==> config.mk <==
export PLATFORM = sky130hd
export DESIGN_NAME = fetch_unit_flat
export DESIGN_NICKNAME = d
export VERILOG_FILES = /design/src/rtl/fetch_unit_if.sv /design/src/rtl/fetch_unit.sv /design/src/flat_wrapper.sv
export SDC_FILE = /design/constraint.sdc
export NUM_CORES = 1
export LEC_CHECK = 0
export CORE_UTILIZATION = 48
export DETAILED_ROUTE_END_ITERATION = 8
export PLACE_DENSITY_LB_ADDON = 0.05
export SLEW_MARGIN = 20
export SYNTH_ARGS = -nofsm -noshare
export SYNTH_HDL_FRONTEND = slang
export SYNTH_SLANG_ARGS = --single-unit
==> constraint.sdc <==
create_clock -name clk -period 2.74 [get_ports clk]
set_input_delay 0.548 -clock clk [delete_from_list [all_inputs] [get_ports clk]]
set_output_delay 0.548 -clock clk [all_outputs]
set_load 0.02 [all_outputs]
==> src/rtl/fetch_unit_if.sv <==
// Handshake bundle between the fetch stage, instruction memory and decode.
// master is the fetch unit side; slave is the memory/decode environment side.
interface fetch_unit_if #(
    parameter int ADDR_WIDTH = 8,
    parameter int DEPTH      = 4
);
    localparam int CW = $clog2(DEPTH) + 1;

    logic                  imem_req_o;
    logic [ADDR_WIDTH-1:0] imem_addr_o;
    logic                  imem_gnt_i;
    logic                  imem_rvalid_i;
    logic [31:0]           imem_rdata_i;
    logic                  branch_i;
    logic [ADDR_WIDTH-1:0] branch_target_i;
    logic                  instr_valid_o;
    logic [31:0]           instr_o;
    logic [ADDR_WIDTH-1:0] instr_pc_o;
    logic [ADDR_WIDTH-1:0] instr_next_pc_o;
    logic                  instr_ready_i;
    logic [CW-1:0]         count_o;

    modport master (
        output imem_req_o, imem_addr_o, instr_valid_o, instr_o, instr_pc_o,
               instr_next_pc_o, count_o,
        input  imem_gnt_i, imem_rvalid_i, imem_rdata_i, branch_i,
               branch_target_i, instr_ready_i
    );

    modport slave (
        input  imem_req_o, imem_addr_o, instr_valid_o, instr_o, instr_pc_o,
               instr_next_pc_o, count_o,
        output imem_gnt_i, imem_rvalid_i, imem_rdata_i, branch_i,
               branch_target_i, instr_ready_i
    );
endinterface

==> src/rtl/fetch_unit.sv <==
// Instruction fetch stage: owns the fetch PC, keeps at most one memory request
// in flight and queues returned words in an in-order buffer drained by decode.
module fetch_unit #(
    parameter int                    ADDR_WIDTH = 8,
    parameter int                    DEPTH      = 4,
    parameter logic [ADDR_WIDTH-1:0] RESET_PC   = '0
) (
    input logic          clk,
    input logic          reset_i,
    fetch_unit_if.master bus
);
    localparam int PW = $clog2(DEPTH);
    localparam int CW = PW + 1;
    localparam logic [CW:0] DEPTH_W = (CW+1)'(DEPTH);

    logic [ADDR_WIDTH-1:0] fetch_pc_q, fetch_pc_d;
    logic [ADDR_WIDTH-1:0] req_pc_q, req_pc_d;
    logic                  outstanding_q, outstanding_d;
    logic                  discard_q, discard_d;
    logic [PW-1:0]         rd_ptr_q, rd_ptr_d;
    logic [PW-1:0]         wr_ptr_q, wr_ptr_d;
    logic [CW-1:0]         count_q, count_d;
    logic [ADDR_WIDTH-1:0] pc_mem_q [DEPTH];
    logic [ADDR_WIDTH-1:0] pc_mem_d [DEPTH];
    logic [31:0]           word_mem_q [DEPTH];
    logic [31:0]           word_mem_d [DEPTH];

    logic        req, grant, resp, push, pop;
    logic [CW:0] occupancy;

    // The in-flight request reserves a slot so a response can always be accepted.
    always_comb begin
        occupancy = {1'b0, count_q} + {{CW{1'b0}}, outstanding_q};
        req   = !reset_i && (occupancy < DEPTH_W) && (!outstanding_q || bus.imem_rvalid_i);
        grant = req && bus.imem_gnt_i;
        resp  = outstanding_q && bus.imem_rvalid_i;
        push  = resp && !discard_q && !bus.branch_i;
        pop   = (count_q != '0) && bus.instr_ready_i && !bus.branch_i;
    end

    always_comb begin
        fetch_pc_d    = fetch_pc_q;
        req_pc_d      = req_pc_q;
        outstanding_d = outstanding_q;
        discard_d     = discard_q;
        rd_ptr_d      = rd_ptr_q;
        wr_ptr_d      = wr_ptr_q;
        count_d       = count_q;
        pc_mem_d      = pc_mem_q;
        word_mem_d    = word_mem_q;

        if (grant) begin
            outstanding_d = 1'b1;
            req_pc_d      = fetch_pc_q;
            fetch_pc_d    = fetch_pc_q + ADDR_WIDTH'(4);
        end else if (resp) begin
            outstanding_d = 1'b0;
        end

        if (resp && discard_q) begin
            discard_d = 1'b0;
        end

        if (push) begin
            pc_mem_d[wr_ptr_q]   = req_pc_q;
            word_mem_d[wr_ptr_q] = bus.imem_rdata_i;
            wr_ptr_d             = wr_ptr_q + PW'(1);
        end

        if (pop) begin
            rd_ptr_d = rd_ptr_q + PW'(1);
        end

        case ({push, pop})
            2'b10:   count_d = count_q + CW'(1);
            2'b01:   count_d = count_q - CW'(1);
            default: count_d = count_q;
        endcase

        // A request still in flight after a redirect belongs to the old path.
        if (bus.branch_i) begin
            rd_ptr_d   = '0;
            wr_ptr_d   = '0;
            count_d    = '0;
            fetch_pc_d = bus.branch_target_i & ~ADDR_WIDTH'(3);
            discard_d  = outstanding_d;
        end
    end

    always_ff @(posedge clk) begin
        pc_mem_q   <= pc_mem_d;
        word_mem_q <= word_mem_d;
        if (reset_i) begin
            fetch_pc_q    <= RESET_PC;
            req_pc_q      <= RESET_PC;
            outstanding_q <= 1'b0;
            discard_q     <= 1'b0;
            rd_ptr_q      <= '0;
            wr_ptr_q      <= '0;
            count_q       <= '0;
        end else begin
            fetch_pc_q    <= fetch_pc_d;
            req_pc_q      <= req_pc_d;
            outstanding_q <= outstanding_d;
            discard_q     <= discard_d;
            rd_ptr_q      <= rd_ptr_d;
            wr_ptr_q      <= wr_ptr_d;
            count_q       <= count_d;
        end
    end

    assign bus.imem_req_o      = req;
    assign bus.imem_addr_o     = fetch_pc_q;
    assign bus.instr_valid_o   = (count_q != '0);
    assign bus.instr_o         = word_mem_q[rd_ptr_q];
    assign bus.instr_pc_o      = pc_mem_q[rd_ptr_q];
    assign bus.instr_next_pc_o = pc_mem_q[rd_ptr_q] + ADDR_WIDTH'(4);
    assign bus.count_o         = count_q;
endmodule

==> src/flat_wrapper.sv <==
// flat-port wrapper written by rule: the top's interface ports become plain ports
module fetch_unit_flat 
#(
    parameter int                    ADDR_WIDTH = 8,
    parameter int                    DEPTH      = 4,
    parameter logic [ADDR_WIDTH-1:0] RESET_PC   = '0
)
  (clk, reset_i, bus_imem_req_o, bus_imem_addr_o, bus_instr_valid_o, bus_instr_o, bus_instr_pc_o, bus_instr_next_pc_o, bus_count_o, bus_imem_gnt_i, bus_imem_rvalid_i, bus_imem_rdata_i, bus_branch_i, bus_branch_target_i, bus_instr_ready_i);
  fetch_unit_if #(.ADDR_WIDTH(ADDR_WIDTH), .DEPTH(DEPTH)) bus_i ();
  input logic clk;
  input logic reset_i;
  output wire logic [$bits(bus_i.imem_req_o)-1:0] bus_imem_req_o;
  output wire logic [$bits(bus_i.imem_addr_o)-1:0] bus_imem_addr_o;
  output wire logic [$bits(bus_i.instr_valid_o)-1:0] bus_instr_valid_o;
  output wire logic [$bits(bus_i.instr_o)-1:0] bus_instr_o;
  output wire logic [$bits(bus_i.instr_pc_o)-1:0] bus_instr_pc_o;
  output wire logic [$bits(bus_i.instr_next_pc_o)-1:0] bus_instr_next_pc_o;
  output wire logic [$bits(bus_i.count_o)-1:0] bus_count_o;
  input wire logic [$bits(bus_i.imem_gnt_i)-1:0] bus_imem_gnt_i;
  input wire logic [$bits(bus_i.imem_rvalid_i)-1:0] bus_imem_rvalid_i;
  input wire logic [$bits(bus_i.imem_rdata_i)-1:0] bus_imem_rdata_i;
  input wire logic [$bits(bus_i.branch_i)-1:0] bus_branch_i;
  input wire logic [$bits(bus_i.branch_target_i)-1:0] bus_branch_target_i;
  input wire logic [$bits(bus_i.instr_ready_i)-1:0] bus_instr_ready_i;
  assign bus_imem_req_o = bus_i.imem_req_o;
  assign bus_imem_addr_o = bus_i.imem_addr_o;
  assign bus_instr_valid_o = bus_i.instr_valid_o;
  assign bus_instr_o = bus_i.instr_o;
  assign bus_instr_pc_o = bus_i.instr_pc_o;
  assign bus_instr_next_pc_o = bus_i.instr_next_pc_o;
  assign bus_count_o = bus_i.count_o;
  assign bus_i.imem_gnt_i = bus_imem_gnt_i;
  assign bus_i.imem_rvalid_i = bus_imem_rvalid_i;
  assign bus_i.imem_rdata_i = bus_imem_rdata_i;
  assign bus_i.branch_i = bus_branch_i;
  assign bus_i.branch_target_i = bus_branch_target_i;
  assign bus_i.instr_ready_i = bus_instr_ready_i;
  fetch_unit #(.ADDR_WIDTH(ADDR_WIDTH), .DEPTH(DEPTH), .RESET_PC(RESET_PC)) u_core (.clk(clk), .reset_i(reset_i), .bus(bus_i));
endmodule
==> key figures, run 1 <==
Worst setup path
  – Worst setup SP type: register
  – Setup crit end kind: output port
  – Crit path kind: reg2out
  – Critical path required time: 2.19 ns
  – Max FO, Critical Path: 7
  – CP arrival: 2.08 ns

Clocking
  – Post-cts hold buffer count: 0
  – Number of buffers inserted during clock tree synthesis: 17
  – Master cell of the clock root buffer: sky130_fd_sc_hd__clkbuf_16
  – Buffer depth of the longest clock path: 2
  – Clock Sinks: 173
  – Clock latency at the later pin of the worst-skew pair: 0.42 ns
  – H-Tree Level Count: 4
  – CTS tree: done
  – Reg clk slew, reported paths: 0.06 ns

Final layout
  – Net count, final: 518
  – Synth-to-layout area growth: 28.2%
  – Utilization of the core after routing: 0.636
  – Ratio of cells with drive above 1 in the final layout: 0.210
  – Filler Cell Count: 1003
  – Area used by sequential logic in the layout: 4990 um^2
  – Area of the multi-input gates: 1530 um^2
  – Post-route insts no fill: 653
  – Number of antenna repair diodes: 0

Die
  – Starting Density: 0.497
  – Width of the chip: 120 um
  – Row count: 42
  – # IOs: 107
  – Die Span Y: 120 um
  – Area enclosed by the die boundary: 14300 um^2
  – Area of the core: 13400 um^2

Run
  – MaxCap Viol Count: 0

GRT
  – Antenna violations before repair: 0
  – Most crowded layer after global routing: met2
  – Pin count of the biggest net entering global routing: 26
  – GRT met3 Usage: 0.0494
  – Met1 Resource Use GR: 0.228
  – Overall track demand over capacity in global routing: 0.178
  – Overflow left after global routing: 0
  – First-pass GRT wire length: 18500 um
  – Global routing met2 resource utilization: 0.290
  – Number of global-route vias before repair: 3468

Pwr
  – Net load switching power: 1.01 mW
  – Total chip power: 5.40 mW
  – Power per standard cell area: 633 nW/um^2
  – Leakage: 2.84 nW
  – Maximum ir drop on the vdd rail: 0.355 mV
  – Power share of the combinational group: 0.038
  – Fraction of power consumed by sequential logic: 0.537
  – Cell-internal power: 4.38 mW
  – Share of total power in the clock network: 0.425
  – Fraction of power spent switching nets: 0.188

Placed design
  – RD Place Congestion: 0.722
  – Detailed placement HPWL: 7340 um
  – Cells after DPL: 618
  – Minimum setup slack after placement: 0.135 ns
  – Port Buffer Count: 98

STA
  – Unrepaired setup endpoints after global routing: no
  – Fin Clk Skew: 0.00546 ns
  – Achievable frequency: 380 MHz
  – Hold Fails Final Rpt: 0
  – Max Slew Vio Count: 0
  – Share of the cycle needed by the critical path after routing: 0.961
  – Min setup slack post-route: 0.108 ns
  – # setup viols final: 0
  – Final Critical Period: 2.63 ns

Synth
  – Most frequently used cell type in the post-synthesis netlist: sky130_fd_sc_hd__edfxtp_1
  – Number of distinct library cells after synthesis: 41
  – Async set-or-reset flop fraction in the synthesized netlist: 0
  – Number of synthesized register bits: 173
  – Cell accounting for the most synthesized area: sky130_fd_sc_hd__edfxtp_1
  – Synth top area share: 0.686
  – Average instance area after synthesis: 19.5 um^2
  – Top cells by area in the synthesized netlist: sky130_fd_sc_hd__edfxtp_1, sky130_fd_sc_hd__mux4_2, sky130_fd_sc_hd__dfxtp_1
  – Main synth FF type: sky130_fd_sc_hd__edfxtp_1
  – Yosys synthesis warning count: 0
  – Synth Cell Area: 6650 um^2
  – Synth cell count leaders: sky130_fd_sc_hd__edfxtp_1, sky130_fd_sc_hd__mux4_2, sky130_fd_sc_hd__dfxtp_1
  – EDFF count, synth: 152
  – Post-synthesis cell count: 342
  – Post-synthesis sequential area ratio: 0.749

Detailed routing
  – Violation count after the first detailed-routing iteration: 186
  – Remaining antenna violation count: 0
  – Detail-routed via count per cell: 5.23
  – Total detailed-routing wirelength: 11700 um
  – Number of vias after detailed routing: 3412
  – Count of TritonRoute iterations in the first routing pass: 4
  – DRC errors left: 0
  – Routed length per placed instance: 17.9 um

Hold path
  – Worst Hold Class: reg2reg

Status
  – Status: finished clean
==> critical path: stages, from the launching register on <==
cell	delay, ns
sky130_fd_sc_hd__dfxtp_4	0.41
sky130_fd_sc_hd__mux4_2	0.55
sky130_fd_sc_hd__ha_1	0.25
sky130_fd_sc_hd__xor2_1	0.17
sky130_fd_sc_hd__clkdlybuf4s15_2	0.28
==> path summary, 6_finish.rpt <==
kind,from,to,slack (ns),cells after the start
setup / recovery,u_core.rd_ptr_q[0],bus_instr_next_pc_o[4],0.11,4
hold / removal,u_core.bus.imem_addr_o[7],u_core.req_pc_q[7],0.49,2
setup reg to reg,u_core.bus.count_o[0],u_core.bus.count_o[2],0.67,8
hold reg to reg,u_core.bus.imem_addr_o[7],u_core.req_pc_q[7],0.49,2
==> state kept, by name (all words and copies together) (netlist names) <==
signal / flops
u_core.word_mem_q: 128
u_core.pc_mem_q: 24
u_core.bus.imem_addr_o: 6
u_core.req_pc_q: 6
u_core.bus.count_o: 3
u_core.rd_ptr_q: 2
u_core.wr_ptr_q: 2
u_core.discard_q: 1
u_core.outstanding_q: 1
==> kinds of logic (layout without fill, tap and decap cells) <==
kind of cell	after synthesis	count (layout)	share of synthesized area
mux	39	39	0.130
fa+ha+maj	8	8	0.0162
buf+inv	32	162	0.0246
other cells	1	6	0.000564
simple gates	52	52	0.0382
xor+xnor	10	10	0.0132
flops	173	173	0.749
compound gates	27	27	0.0280
==> per-layer routing <==
| metal | up-vias | part of all wire |
|---|---|---|
| met4 | 0 | 0.015 |
| li1 | 1588 | - |
| met1 | 1733 | 0.43 |
| met3 | 14 | 0.043 |
| met2 | 77 | 0.51 |
| met5 | - | 0 |
==> cell type report <==
cell class              instances  share of cell area
clock buffers                  29              0.0662
clock inverters                 3             0.00220
inverters                      11             0.00484
multi-input cells             142               0.179
flip-flops and latches        173               0.585
well taps                     176              0.0258
repair buffers                119               0.137
==> repair_timing <==
item,in CTS,in global routing
gates resized for setup,50,4
buffers inserted,0,3
endpoints found under the setup margin,37,5
==> per-stage QoR <==
stage / hold slack (ns) / TNS (ns) / instance area, um^2
CTS: 0.498 / -0.109 / 8520
finish: 0.492 / 0 / 8530
global placement: 0.475 / 0 / 7950
floorplan: 0.460 / 0 / 6670
detailed placement: 0.490 / 0 / 7950
global route: 0.524 / 0 / 8530
==> cells in the final DEF (no fill, tap or decap), types with 6 or more instances in the layout <==
| master | count |
|---|---|
| sky130_fd_sc_hd__edfxtp_1 | 152 |
| sky130_fd_sc_hd__clkdlybuf4s50_1 | 61 |
| sky130_fd_sc_hd__mux4_2 | 38 |
| sky130_fd_sc_hd__dlygate4sd2_1 | 33 |
| sky130_fd_sc_hd__clkbuf_16 | 20 |
| sky130_fd_sc_hd__dfxtp_1 | 19 |
| sky130_fd_sc_hd__nand2_1 | 18 |
| sky130_fd_sc_hd__buf_4 | 15 |
| sky130_fd_sc_hd__nor2_1 | 12 |
| sky130_fd_sc_hd__inv_1 | 11 |
| sky130_fd_sc_hd__a21oi_1 | 11 |
| sky130_fd_sc_hd__xnor2_1 | 7 |
| sky130_fd_sc_hd__ha_1 | 7 |
| sky130_fd_sc_hd__conb_1 | 6 |
| sky130_fd_sc_hd__clkbuf_1 | 6 |
| sky130_fd_sc_hd__buf_12 | 6 |
==> power groups by stage <==
stage / Sequential, mW / Clock [mW] / Combinational, mW
final: 2.90 / 2.29 / 0.207
after global routing: 2.90 / 2.45 / 0.223
after CTS: 2.90 / 2.35 / 0.209
after detailed placement: 2.95 / 0 / 0.213
after global placement: 2.95 / 0 / 0.207
after floorplan: 2.96 / 0 / 0.0809
(Power assumes the default switching activity.)
==> run 2: changes to the inputs <==
Settings changed: CORE_MARGIN from default to 3.
==> key figures, run 2 (same netlist as run 1, synthesis figures left out) <==
Final layout
  – Most frequent cells in the layout: sky130_fd_sc_hd__edfxtp_1, sky130_fd_sc_hd__clkdlybuf4s50_1, sky130_fd_sc_hd__mux4_2, sky130_fd_sc_hd__dlygate4sd2_1, sky130_fd_sc_hd__dfxtp_1
  – Number of antenna repair diodes: 0
  – Synth-to-layout area growth: 28.0%
  – Most common cell after layout, fill and taps aside: sky130_fd_sc_hd__edfxtp_1
  – Net count, final: 516
  – Area used by sequential logic in the layout: 4990 um^2
  – Utilization of the core after routing: 0.636
  – Max FFs per register: 128
  – Ratio of cells with drive above 1 in the final layout: 0.205
  – Filler Cell Count: 1006
  – Registers with the highest flip-flop counts: u_core.word_mem_q (128), u_core.pc_mem_q (24)
  – Largest register by flop count: u_core.word_mem_q
  – Area of the multi-input gates: 1530 um^2

GRT
  – Overflow left after global routing: 0
  – First-pass GRT wire length: 18600 um
  – Overall track demand over capacity in global routing: 0.168
  – Number of global-route vias before repair: 3625
  – Antenna violations before repair: 0
  – Pin count of the biggest net entering global routing: 32

Worst setup path
  – Critical path required time: 2.19 ns
  – R2r worst-path depth: 8
  – R2r startpoint: u_core.bus.count_o[2]
  – Crit path buffers/inverters: 2
  – Register-to-register setup slack: 0.62 ns
  – Crit-path slowest cell: sky130_fd_sc_hd__clkdlybuf4s50_1
  – Cells along the critical path: buf_4 -> mux4_2 -> clkdlybuf4s50_1
  – Capture instance of the worst register-to-register path: u_core.bus.count_o[2]
  – Kind of cell with the highest combined delay on the critical path: buffers and inverters
  – CP arrival: 2.08 ns
  – Max FO, Critical Path: 7
  – Crit path kind: reg2out
  – Worst setup SP type: register
  – Setup crit end kind: output port
  – Crit-path max cell delay: 0.55 ns

Hold path
  – Cell count of the worst hold path: 2
  – End of the worst hold path: u_core.req_pc_q[7]
  – Worst Hold Class: reg2reg
  – Launch instance of the worst min-delay path: u_core.bus.imem_addr_o[7]

STA
  – Achievable frequency: 380 MHz
  – Final Critical Period: 2.63 ns
  – Max Slew Vio Count: 0
  – Min setup slack post-route: 0.109 ns
  – # setup viols final: 0
  – Hold Fails Final Rpt: 0
  – Summed negative setup slack over all endpoints: 0 ns
  – Tightest hold margin: 0.501 ns
  – Share of the cycle needed by the critical path after routing: 0.960
  – Fin Clk Skew: 0.00594 ns
  – Unrepaired setup endpoints after global routing: no

Detailed routing
  – Remaining antenna violation count: 0
  – Violation count after the first detailed-routing iteration: 193
  – Detail-routed via count per cell: 5.30
  – Routed length per placed instance: 18.2 um
  – DRC errors left: 0
  – Total detailed-routing wirelength: 11800 um
  – Number of vias after detailed routing: 3437
  – Count of TritonRoute iterations in the first routing pass: 4

Pwr
  – Power per standard cell area: 622 nW/um^2
  – Total chip power: 5.30 mW
  – Maximum ir drop on the vdd rail: 0.430 mV
  – Leakage: 2.85 nW

Placed design
  – RD Place Congestion: 0.743
  – Minimum setup slack after placement: 0.131 ns
  – Detailed placement HPWL: 7500 um
  – Port Buffer Count: 98

Clocking
  – Master cell of the clock root buffer: sky130_fd_sc_hd__clkbuf_16
  – Clock latency at the later pin of the worst-skew pair: 0.41 ns
  – Reg clk slew, reported paths: 0.06 ns
  – H-Tree Level Count: 4
  – Number of buffers inserted during clock tree synthesis: 17
  – CTS tree: done
  – Clock Sinks: 173
  – Buffer depth of the longest clock path: 2

Die
  – # IOs: 107
  – Row count: 42
  – Area of the core: 13400 um^2
  – Starting Density: 0.497
  – Width of the chip: 124 um
  – Area enclosed by the die boundary: 15300 um^2
  – Die Span Y: 124 um

Status
  – Status: finished clean

Run
  – MaxCap Viol Count: 0
-- run 2: cell types whose count changed in the layout (fill, tap and decap cells not counted), sizes merged --
cell / before / now
dlymetal6s2s: 0 / 5
clkbuf: 31 / 24
dlygate4sd2: 33 / 28
clkdlybuf4s15: 2 / 0
inv: 12 / 11
bufinv: 0 / 2
buf: 21 / 19
clkinv: 1 / 7
-- run 2: power by group --
part,leakage [nW],switching [mW],internal (mW)
combinational,1.02,0.0992,0.108
clock,0.264,0.883,1.32
sequential,1.56,0.0162,2.88
total,2.85,0.998,4.30
-- run 2: repair_timing --
item | 4_1_cts | 5_1_grt
endpoints found under the setup margin | 31 | 9
buffers inserted | 0 | 0
resized for setup | 37 | 10
hold buffers | 0 | 0
-- run 2: layout make-up --
| class | count | share of cell area |
|---|---|---|
| well taps | 176 | 0.0259 |
| repair buffers | 117 | 0.141 |
| inverters | 11 | 0.00485 |
| clock buffers | 20 | 0.0513 |
| clock inverters | 10 | 0.0118 |
| flip-flops and latches | 173 | 0.586 |
| multi-input cells | 142 | 0.179 |
-- run 2: tightest hold or removal path: stages, from the launching register on --
cell                      delay [ns]
sky130_fd_sc_hd__dfxtp_1        0.34
sky130_fd_sc_hd__nand2_1        0.07
sky130_fd_sc_hd__a21oi_1        0.05
-- run 2: metal layers --
layer / routed length (um) / track usage
met1: 4960 / 0.213
met2: 6090 / 0.276
met3: 631 / 0.0418
met4: 137 / 0.0706
met5: 0 / 0
-- run 2: through the flow --
step           instances  instance area, um^2
2_1_floorplan        347                 6670
3_3_place_gp         619                 8020
3_5_place_dp         619                 8020
4_1_cts              649                 8530
5_1_grt              649                 8520
6_report             649                 8520
-- run 2: how the worst max path moves through the flow --
| stage | startpoint | end | slack, ns | depth (start not counted) |
|---|---|---|---|---|
| CTS | u_core.rd_ptr_q[0] | bus_instr_next_pc_o[6] | -0.01 | 5 |
| global placement | u_core.rd_ptr_q[0] | bus_instr_next_pc_o[6] | 0.16 | 5 |
| global route | u_core.rd_ptr_q[0] | bus_instr_o[19] | 0.009 | 3 |
| floorplan | bus_branch_i | u_core.pc_mem_q[18] | 0.05 | 4 |
| detailed placement | bus_branch_i | u_core.bus.count_o[2] | 0.13 | 9 |
| finish | u_core.rd_ptr_q[0] | bus_instr_o[22] | 0.11 | 3 |
